## config.mk

```make
export PLATFORM = sky130hd
export DESIGN_NAME = tt_bin_clock_shift_out
export DESIGN_NICKNAME = d
export VERILOG_FILES = /design/src/rtl/tt_bin_clock_pkg.sv /design/src/rtl/tt_clk_div_tick.sv /design/src/rtl/tt_bin_clock_shift_out.sv
export SDC_FILE = /design/constraint.sdc
export NUM_CORES = 1
export LEC_CHECK = 0
export BUFFER_PORTS_ARGS = -buffer_cell sky130_fd_sc_hd__buf_4
export CORE_ASPECT_RATIO = 0.7
export CORE_UTILIZATION = 63
export DETAILED_ROUTE_END_ITERATION = 16
export PLACE_DENSITY = 0.84
export REMOVE_ABC_BUFFERS = 1
export SYNTH_ARGS = -nofsm -noshare
export SYNTH_HDL_FRONTEND = slang
export SYNTH_SLANG_ARGS = --single-unit
```

## constraint.sdc

```tcl
create_clock -name clk_i -period 4.1 [get_ports clk_i]
set_input_delay 0.615 -clock clk_i [delete_from_list [all_inputs] [get_ports clk_i]]
set_output_delay 0.615 -clock clk_i [all_outputs]
set_load 0.01 [all_outputs]
```

## src/rtl/tt_bin_clock_pkg.sv

```systemverilog
// Shared types and widths for the binary-clock shift-out block.
// The frame is {hour, minute, seconds}, sent MSB first into a 74HC595 chain.
package tt_bin_clock_pkg;

    localparam int HOUR_W  = 4;
    localparam int MIN_W   = 6;
    localparam int SEC_W   = 6;
    localparam int FRAME_W = HOUR_W + MIN_W + SEC_W;
    localparam int BIT_W   = $clog2(FRAME_W);
    localparam int DIV_W   = 8;

    typedef enum logic [2:0] {
        IDLE     = 3'd0,
        LOAD     = 3'd1,
        SHIFT_LO = 3'd2,
        SHIFT_HI = 3'd3,
        LATCH    = 3'd4
    } state_t;

endpackage

```

## src/rtl/tt_clk_div_tick.sv

```systemverilog
// Phase timer: reloads to DIV-1 on start and counts down, holding tick high
// once it reaches zero so each phase lasts exactly DIV cycles.
module tt_clk_div_tick
    import tt_bin_clock_pkg::*;
#(
    parameter int DIV = 4
) (
    input  logic clk,
    input  logic rst_n,
    input  logic start,
    output logic tick
);

    logic [DIV_W-1:0] count;

    always_ff @(posedge clk or negedge rst_n) begin
        if (!rst_n) begin
            count <= '0;
        end else if (start) begin
            count <= DIV_W'(DIV - 1);
        end else if (count != '0) begin
            count <= count - DIV_W'(1);
        end
    end

    assign tick = (count == '0);

endmodule

```

## src/rtl/tt_bin_clock_shift_out.sv

```systemverilog
// Serialises the current time into an external 74HC595 chain whenever it
// changes or a refresh is requested; all outputs come straight from flops.
module tt_bin_clock_shift_out
    import tt_bin_clock_pkg::*;
#(
    parameter int CLK_DIV = 4
) (
    input  logic             clk_i,
    input  logic             rstn_i,
    input  logic [HOUR_W-1:0] hour_i,
    input  logic [MIN_W-1:0]  minute_i,
    input  logic [SEC_W-1:0]  seconds_i,
    input  logic             refresh_i,
    output logic             sr_data_o,
    output logic             sr_clk_o,
    output logic             sr_latch_o,
    output logic             busy_o
);

    state_t             state;
    logic [FRAME_W-1:0] frame;
    logic [FRAME_W-1:0] last_sent;
    logic [FRAME_W-2:0] shift_reg;
    logic [BIT_W-1:0]   bit_cnt;
    logic               pending;
    logic               tick;
    logic               div_start;

    assign frame = {hour_i, minute_i, seconds_i};

    // Restart the phase timer on every entry into a timed state.
    always_comb begin
        div_start = 1'b0;
        case (state)
            LOAD:                      div_start = 1'b1;
            SHIFT_LO, SHIFT_HI, LATCH: div_start = tick;
            default:                   div_start = 1'b0;
        endcase
    end

    tt_clk_div_tick #(
        .DIV (CLK_DIV)
    ) u_div (
        .clk   (clk_i),
        .rst_n (rstn_i),
        .start (div_start),
        .tick  (tick)
    );

    always_ff @(posedge clk_i or negedge rstn_i) begin
        if (!rstn_i) begin
            state      <= IDLE;
            shift_reg  <= '0;
            last_sent  <= '0;
            bit_cnt    <= '0;
            pending    <= 1'b1;
            sr_data_o  <= 1'b0;
            sr_clk_o   <= 1'b0;
            sr_latch_o <= 1'b0;
            busy_o     <= 1'b0;
        end else begin
            if (refresh_i && state != IDLE) begin
                pending <= 1'b1;
            end
            case (state)
                IDLE: begin
                    if (pending || refresh_i || frame != last_sent) begin
                        state  <= LOAD;
                        busy_o <= 1'b1;
                    end
                end
                LOAD: begin
                    // shift_reg holds only the bits still to go; the MSB leaves now
                    shift_reg <= frame[FRAME_W-2:0];
                    last_sent <= frame;
                    pending   <= refresh_i;
                    bit_cnt   <= BIT_W'(FRAME_W - 1);
                    sr_data_o <= frame[FRAME_W-1];
                    sr_clk_o  <= 1'b0;
                    state     <= SHIFT_LO;
                end
                SHIFT_LO: begin
                    if (tick) begin
                        sr_clk_o <= 1'b1;
                        state    <= SHIFT_HI;
                    end
                end
                SHIFT_HI: begin
                    if (tick) begin
                        sr_clk_o <= 1'b0;
                        if (bit_cnt == '0) begin
                            sr_data_o  <= 1'b0;
                            sr_latch_o <= 1'b1;
                            state      <= LATCH;
                        end else begin
                            sr_data_o <= shift_reg[FRAME_W-2];
                            shift_reg <= {shift_reg[FRAME_W-3:0], 1'b0};
                            bit_cnt   <= bit_cnt - BIT_W'(1);
                            state     <= SHIFT_LO;
                        end
                    end
                end
                LATCH: begin
                    if (tick) begin
                        sr_latch_o <= 1'b0;
                        busy_o     <= 1'b0;
                        state      <= IDLE;
                    end
                end
                default: begin
                    sr_data_o  <= 1'b0;
                    sr_clk_o   <= 1'b0;
                    sr_latch_o <= 1'b0;
                    busy_o     <= 1'b0;
                    state      <= IDLE;
                end
            endcase
        end
    end

endmodule

```

==> run metrics, run 1 <==
TritonCTS clock tree=done; critical path, cell by cell=inv_1 -> ha_1 -> nor2b_1 -> nand4b_2 -> a21oi_2 -> inv_2 -> a22o_1; Worst EP required=around 4.3 ns; cells after synthesis=around 230; Layout area overhead=11.4%; Die H=about 55 um; Largest register FFs=16; via/cell ratio=5.63; cell taking the most area after synthesis=dfrtp_1; TNS Setup=0 ns; top cells by count, synth=50 x dfrtp_1, 30 x nor2_1, 19 x a21oi_1; top cell type's share of synthesized area=49.5%; Max VDD drop=around 0.23 mV; 1st-iter DRT viols=around 180; GRT overflow=0; critical path peak fanout=30; Root Driver=clkbuf_8; CP startpoint=u_div.count[0]; max-slew violations=0; CP max stage cell=a21oi_2; Synth warnings=0; Via Count=~1700; starting density of the core=between 60 and 70%; final WL=4570 um; post-cts resize count=0; Crit Path Class=register to register; die area=around 0.0043 mm^2; pin count of the biggest net entering global routing=52; critical path launch point type=register; synth top area cells=dfrtp_1 49%, mux2_2 7.6%, mux2i_1 6.7%, xor2_1 6.2%, nor2_1 4.5%; minimum clock period=roughly 2.5 ns; RSZ-0062 raised after global routing=false; clk slew on worst S/H paths=~0.090 ns; Worst-Margin Slew=1.21 ns; Yosys cell types=42; Avg Cell Area, Syn=around 11 um^2; post-synthesis sequential area ratio=50.5%; CTS buffer count=5; clock buffer depth=2; Post CTS Setup Buffer Count=0; Residual DRC=0; top-count cell post-synth=dfrtp_1; vias in the first global route=about 1600; Placed Area=0.00271 mm^2; initial antenna violation count=0; Top Family by Delay on Critical Path=compound AO/OA/AOI/OAI gates; Slew headroom=between 10% and 20%; Final #Nets=~270; CTS sink count=between 50 and 60; CTS Hold Bufs=0; Design Area, Final=roughly 0.0028 mm^2; Leakage=1.35 nW; slowest stage delay, CP=~0.92 ns; Worst R2R Start=u_div.count[0]; share of cells above drive strength 1=22.7%; Most used DFF post-synth=dfrtp_1; gr usage total=24.5%; Buf+Inv Stages, Crit Path=2; Post-DRT Antenna Nets=0; DP Wirelength=3280 um; Avg WL per Cell=about 15 um; PwrDens=approximately 330 mW/mm^2; asr flop ratio synth=100%; final count of negative-setup-slack endpoints=0; Clock Latency Late Sink=roughly 0.3 ns; number of synthesized flops with an enable pin=0; Die Span X=77.7 um; #FFs+latches synth=between 50 and 60; outcome=finished, final reports clean; WP data arrival=between 2 and 3 ns; final core occ=between 70% and 80%; # diodes=0; max-cap violation count=0; crit end category=register; first-pass GRT wire length=approximately 7600 um; Max Clock Freq=slightly below 400 MHz; Initial DRT Pass Iterations=4; gpl congestion=about 0.76; io pins=23; input/output buffers=22; core area=about 0.0037 mm^2; Final Hold Fails=0; FP Rows=18; H-tree depth=2; Hold Path Class=input port to asynchronous set/reset pin; period utilization=about three fifths; clock skew=between 0.007 and 0.008 ns; synthesized cell area=between 0.002 and 0.003 mm^2
-- metal layers --
| layer | vias up | global-route usage [%] | part of all wire (%) |
|---|---|---|---|
| li1 | 845 | - | - |
| met4 | 0 | 6.92 | 0.83 |
| met3 | 6 | 6.07 | 4.2 |
| met2 | 36 | 36.6 | 42 |
| met1 | 809 | 35.9 | 53 |
| met5 | - | 0 | 0 |
-- cell usage in the layout (no fill, tap or decap), drive strengths merged, types with 2 or more instances in the layout --
cell type	Yosys	routed
nor2b	5	5
mux2i	17	17
xnor2	3	3
nor3	3	3
nand2b	5	5
nand2	7	7
o21ai	5	5
a22oi	2	2
dfrtp	50	50
ha	3	3
xor2	18	18
a21oi	20	20
nor2	31	31
clkinv	0	2
nand3	4	4
mux2	17	17
inv	6	6
buf	9	22
nor4	6	6
a211o	2	2
clkbuf	1	5
-- worst paths after layout --
| kind | endpoint | slack [ns] | cells after the start |
|---|---|---|---|
| worst max-delay path | shift_reg[0] | 1.58 | 7 |
| worst min-delay path | sr_latch_o | 0.32 | 1 |
| worst max register to register | shift_reg[0] | 1.58 | 7 |
| worst min register to register | shift_reg[0] | 0.51 | 1 |
| max in group asynchronous | bit_cnt[2] | 3.36 | 1 |
| min in group clk_i | shift_reg[0] | 0.51 | 1 |
-- metrics by stage --
step | setup slack, ns | power, mW | hold WS [ns] | std cells
after global placement | 1.70 | 0.594 | 0.491 | 293
after floorplan | 1.92 | 0.559 | 0.319 | 221
after global routing | 1.35 | 0.972 | 0.366 | 301
after detailed placement | 1.62 | 0.597 | 0.499 | 293
final | 1.58 | 0.937 | 0.320 | 301
after CTS | 1.62 | 0.943 | 0.348 | 301
-- final cells by class --
cell class | instances | area, um^2
Clock inverter | 3 | 43.8
Tap cell | 50 | 62.6
Timing Repair Buffer | 22 | 165
Fill cell | 245 | 852
Inverter | 6 | 22.5
Multi-Input combinational cell | 164 | 1180
Sequential cell | 51 | 1280
Clock buffer | 5 | 68.8
-- logic make-up (layout without fill, tap and decap cells) --
| family | Yosys count | in the layout | synth area share (%) |
|---|---|---|---|
| AND/OR/NAND/NOR | 69 | 69 | 14.4 |
| flip-flops | 51 | 51 | 50.5 |
| AO/OA/AOI/OAI | 37 | 37 | 9.15 |
| multiplexers | 34 | 34 | 14.3 |
| XOR/XNOR | 21 | 21 | 7.27 |
| buffers and inverters | 16 | 36 | 2.92 |
| adder cells (fa/ha/maj) | 3 | 3 | 1.48 |
-- where the power goes --
| group | switching, mW | leakage, nW | internal [mW] |
|---|---|---|---|
| Sequential | 0.00864 | 0.618 | 0.516 |
| Combinational | 0.0312 | 0.669 | 0.0304 |
| Clock | 0.169 | 0.0581 | 0.182 |
| Total | 0.209 | 1.35 | 0.728 |
Note: power is estimated with default switching activity, not from simulation.
==> run 2: changes to the inputs <==
--- a/config.mk
+++ b/config.mk
@@ -7,9 +7,9 @@
 export LEC_CHECK = 0
 export BUFFER_PORTS_ARGS = -buffer_cell sky130_fd_sc_hd__buf_4
 export CORE_ASPECT_RATIO = 0.7
-export CORE_UTILIZATION = 63
+export CORE_UTILIZATION = 59
 export DETAILED_ROUTE_END_ITERATION = 16
-export PLACE_DENSITY = 0.84
+export PLACE_DENSITY = 0.79
 export REMOVE_ABC_BUFFERS = 1
 export SYNTH_ARGS = -nofsm -noshare
 export SYNTH_HDL_FRONTEND = slang
==> constraint.sdc (replaced) <==
create_clock -name clk_i -period 2.4 [get_ports clk_i]
set_input_delay 0.36 -clock clk_i [delete_from_list [all_inputs] [get_ports clk_i]]
set_output_delay 0.36 -clock clk_i [all_outputs]
set_load 0.01 [all_outputs]
==> run 2 against run 1 <==
  * Routed wire length increased by 2.1%
  * First-iteration DRC count decreased by 35%
  * Global-route usage decreased by 0.81 points
  * Via count increased by 1.2%
  * Fmax increased by 22%
  * Count of clock-buffer cells in the layout increased by 1
  * Cell area increased by 1.3%
  * Critical path type unchanged
  * Critical endpoint unchanged
  * Largest power group unchanged
==> run metrics, run 2 (synthesized netlist as in run 1, its figures left out) <==
outcome=finished, final reports clean (unchanged); Worst-Margin Slew=0.616 ns (was 1.21 ns); switching power total=345 uW (was 209 uW); pin count of the biggest net entering global routing=52 (unchanged); CTS buffer count=5 (unchanged); commonest non-fill, non-tap cell in the layout=dfrtp_1 (unchanged); Layout area overhead=12.9% (was 11.4%); max-slew violations=0 (unchanged); Final Hold Fails=0 (unchanged); Placed Area=0.00272 mm^2 (was 0.00271 mm^2); CP max stage cell=dfrtp_1 (was a21oi_2); post-cts resize count=0 (unchanged); P_int=1.35 mW (was 728 uW); Initial DRT Pass Iterations=4 (unchanged); Post CTS Setup Buffer Count=0 (unchanged); clock buffer depth=2 (unchanged); share of cells above drive strength 1=22.9% (was 22.7%); clk slew on worst S/H paths=0.09 ns (about the same); starting density of the core=63.0% (was 68.9%); TritonCTS clock tree=done (unchanged); Avg WL per Cell=15.3 um (was 15.2 um); most frequent cells in the layout=50 x dfrtp_1, 30 x nor2_1, 24 x buf_4 (was 50 x dfrtp_1, 30 x nor2_1, 22 x buf_4); Max Clock Freq=484 MHz (was 397 MHz); max-cap violation count=0 (unchanged); Clock Latency Late Sink=0.30 ns (about the same); Root Driver=clkbuf_8 (unchanged); die area=0.00456 mm^2 (was 0.00428 mm^2); Hold Path Class=input port to asynchronous set/reset pin (unchanged); slowest stage delay, CP=0.38 ns (was 0.92 ns); final WL=4670 um (was 4570 um); input/output buffers=22 (unchanged); Die Span X=80.3 um (was 77.7 um); FP Rows=19 (was 18); Design Area, Final=0.00286 mm^2 (was 0.00282 mm^2); cell depth of the worst flop-to-flop path=8 (was 7); 1st-iter DRT viols=119 (was 184); Leakage=1.36 nW (was 1.35 nW); Worst EP required=2.60 ns (was 4.31 ns); clock skew=0.00700 ns (was 0.00740 ns); Slew headroom=58.9% (was 19.7%); # diodes=0 (unchanged); fillers=313 (was 245); critical path, cell by cell=inv_1 -> ha_1 -> nor2b_1 -> nand4b_2 -> a21oi_2 -> buf_4 -> inv_2 -> a22o_1 (was inv_1 -> ha_1 -> nor2b_1 -> nand4b_2 -> a21oi_2 -> inv_2 -> a22o_1); WP data arrival=2.27 ns (was 2.73 ns); first-pass GRT wire length=7940 um (was 7640 um); Post-DRT Antenna Nets=0 (unchanged); gr usage total=23.7% (was 24.5%); Max VDD drop=0.532 mV (was 0.235 mV); critical path peak fanout=30 (unchanged); DP Wirelength=3340 um (was 3280 um); register share of total power=52.9% (was 55.9%); Die H=56.8 um (was 55.0 um); PwrDens=593 mW/mm^2 (was 333 mW/mm^2); RSZ-0062 raised after global routing=false (unchanged); Via Count=1717 (was 1696); CTS sink count=51 (unchanged); Final #Nets=274 (was 272); core area=0.00402 mm^2 (was 0.00367 mm^2); gpl congestion=0.823 (was 0.756); GRT overflow=0 (unchanged); Top Family by Delay on Critical Path=simple AND/OR/NAND/NOR gates (was compound AO/OA/AOI/OAI gates); H-tree depth=2 (unchanged); Clock Power Share=40.9% (was 37.5%); combinational share of power=6.3% (was 6.6%); io pins=23 (unchanged); setup slack, reg-to-reg=0.34 ns (was 1.58 ns); Residual DRC=0 (unchanged); period utilization=86.0% (was 61.5%); Buf+Inv Stages, Crit Path=3 (was 2); critical path launch point type=register (unchanged); Crit Path Class=register to register (unchanged); TNS Setup=0 ns (unchanged); switching portion of total power=20.3% (was 22.3%); worst flop-to-flop path endpoint=shift_reg[0] (unchanged); final count of negative-setup-slack endpoints=0 (unchanged); Worst R2R Start=u_div.count[0] (unchanged); via/cell ratio=5.63 (about the same); initial antenna violation count=0 (unchanged); CTS Hold Bufs=0 (unchanged); minimum clock period=2.06 ns (was 2.52 ns); vias in the first global route=1613 (was 1571); crit end category=register (unchanged); Largest register FFs=16 (unchanged)
[run 2: changes by cell type in the layout (fill, tap and decap cells not counted), sizes merged]
cell    change
buf         +2
bufinv      +1
clkbuf      +1
clkinv      -2
[run 2: per-stage QoR]
step / instances / utilization (%) / hold slack (ns) / worst slack (ns) / total power [mW]
floorplan: 221 / - / 0.0644 / 0.219 / 0.955
global placement: 297 / 67.8 / 0.424 / 0.466 / 1.02
detailed placement: 297 / 67.8 / 0.415 / 0.382 / 1.02
CTS: 305 / 71.1 / 0.0900 / 0.352 / 1.71
global route: 305 / 71.1 / 0.122 / 0.198 / 1.76
finish: 305 / 71.1 / 0.0547 / 0.335 / 1.69
[run 2: worst max path at each step]
stage | to | startpoint | cells after the start | slack (ns)
final | shift_reg[0] | u_div.count[0] | 8 | 0.34
after CTS | shift_reg[0] | u_div.count[0] | 8 | 0.35
after global routing | shift_reg[0] | u_div.count[0] | 8 | 0.20
after global placement | shift_reg[0] | u_div.count[0] | 8 | 0.47
after detailed placement | shift_reg[0] | u_div.count[0] | 8 | 0.38
after floorplan | shift_reg[0] | u_div.count[0] | 7 | 0.22
[run 2: routing by layer]
metal | up-vias | global-route usage (%) | routed length [um]
met5 | - | 0 | 0
met4 | 0 | 6.89 | 29
met3 | 4 | 4.88 | 289
met2 | 50 | 29.8 | 1890
met1 | 821 | 39.9 | 2460
li1 | 842 | - | -
[run 2: area by class of cell]
cell class	count	area, um^2	area share [%]
repair buffers	24	180	6.31
multi-input cells	164	1180	41.3
flip-flops and latches	51	1280	44.7
inverters	6	22.5	0.788
clock buffers	6	72.6	2.54
clock inverters	2	60.1	2.10
well taps	52	65.1	2.28
[run 2: worst register-to-register path, stage by stage (launching register included)]
cell and delay (ns):
dfrtp_1 0.38, inv_1 0.12, ha_1 0.16, nor2b_1 0.35
nand4b_2 0.19, a21oi_2 0.16, buf_4 0.29, inv_2 0.08
a22o_1 0.23
[run 2: power groups by stage]
stage	sequential [mW]	clock, mW	combinational, mW
floorplan	0.909	0	0.0463
global placement	0.911	0	0.105
detailed placement	0.912	0	0.107
CTS	0.895	0.703	0.108
global route	0.898	0.741	0.119
finish	0.895	0.693	0.106
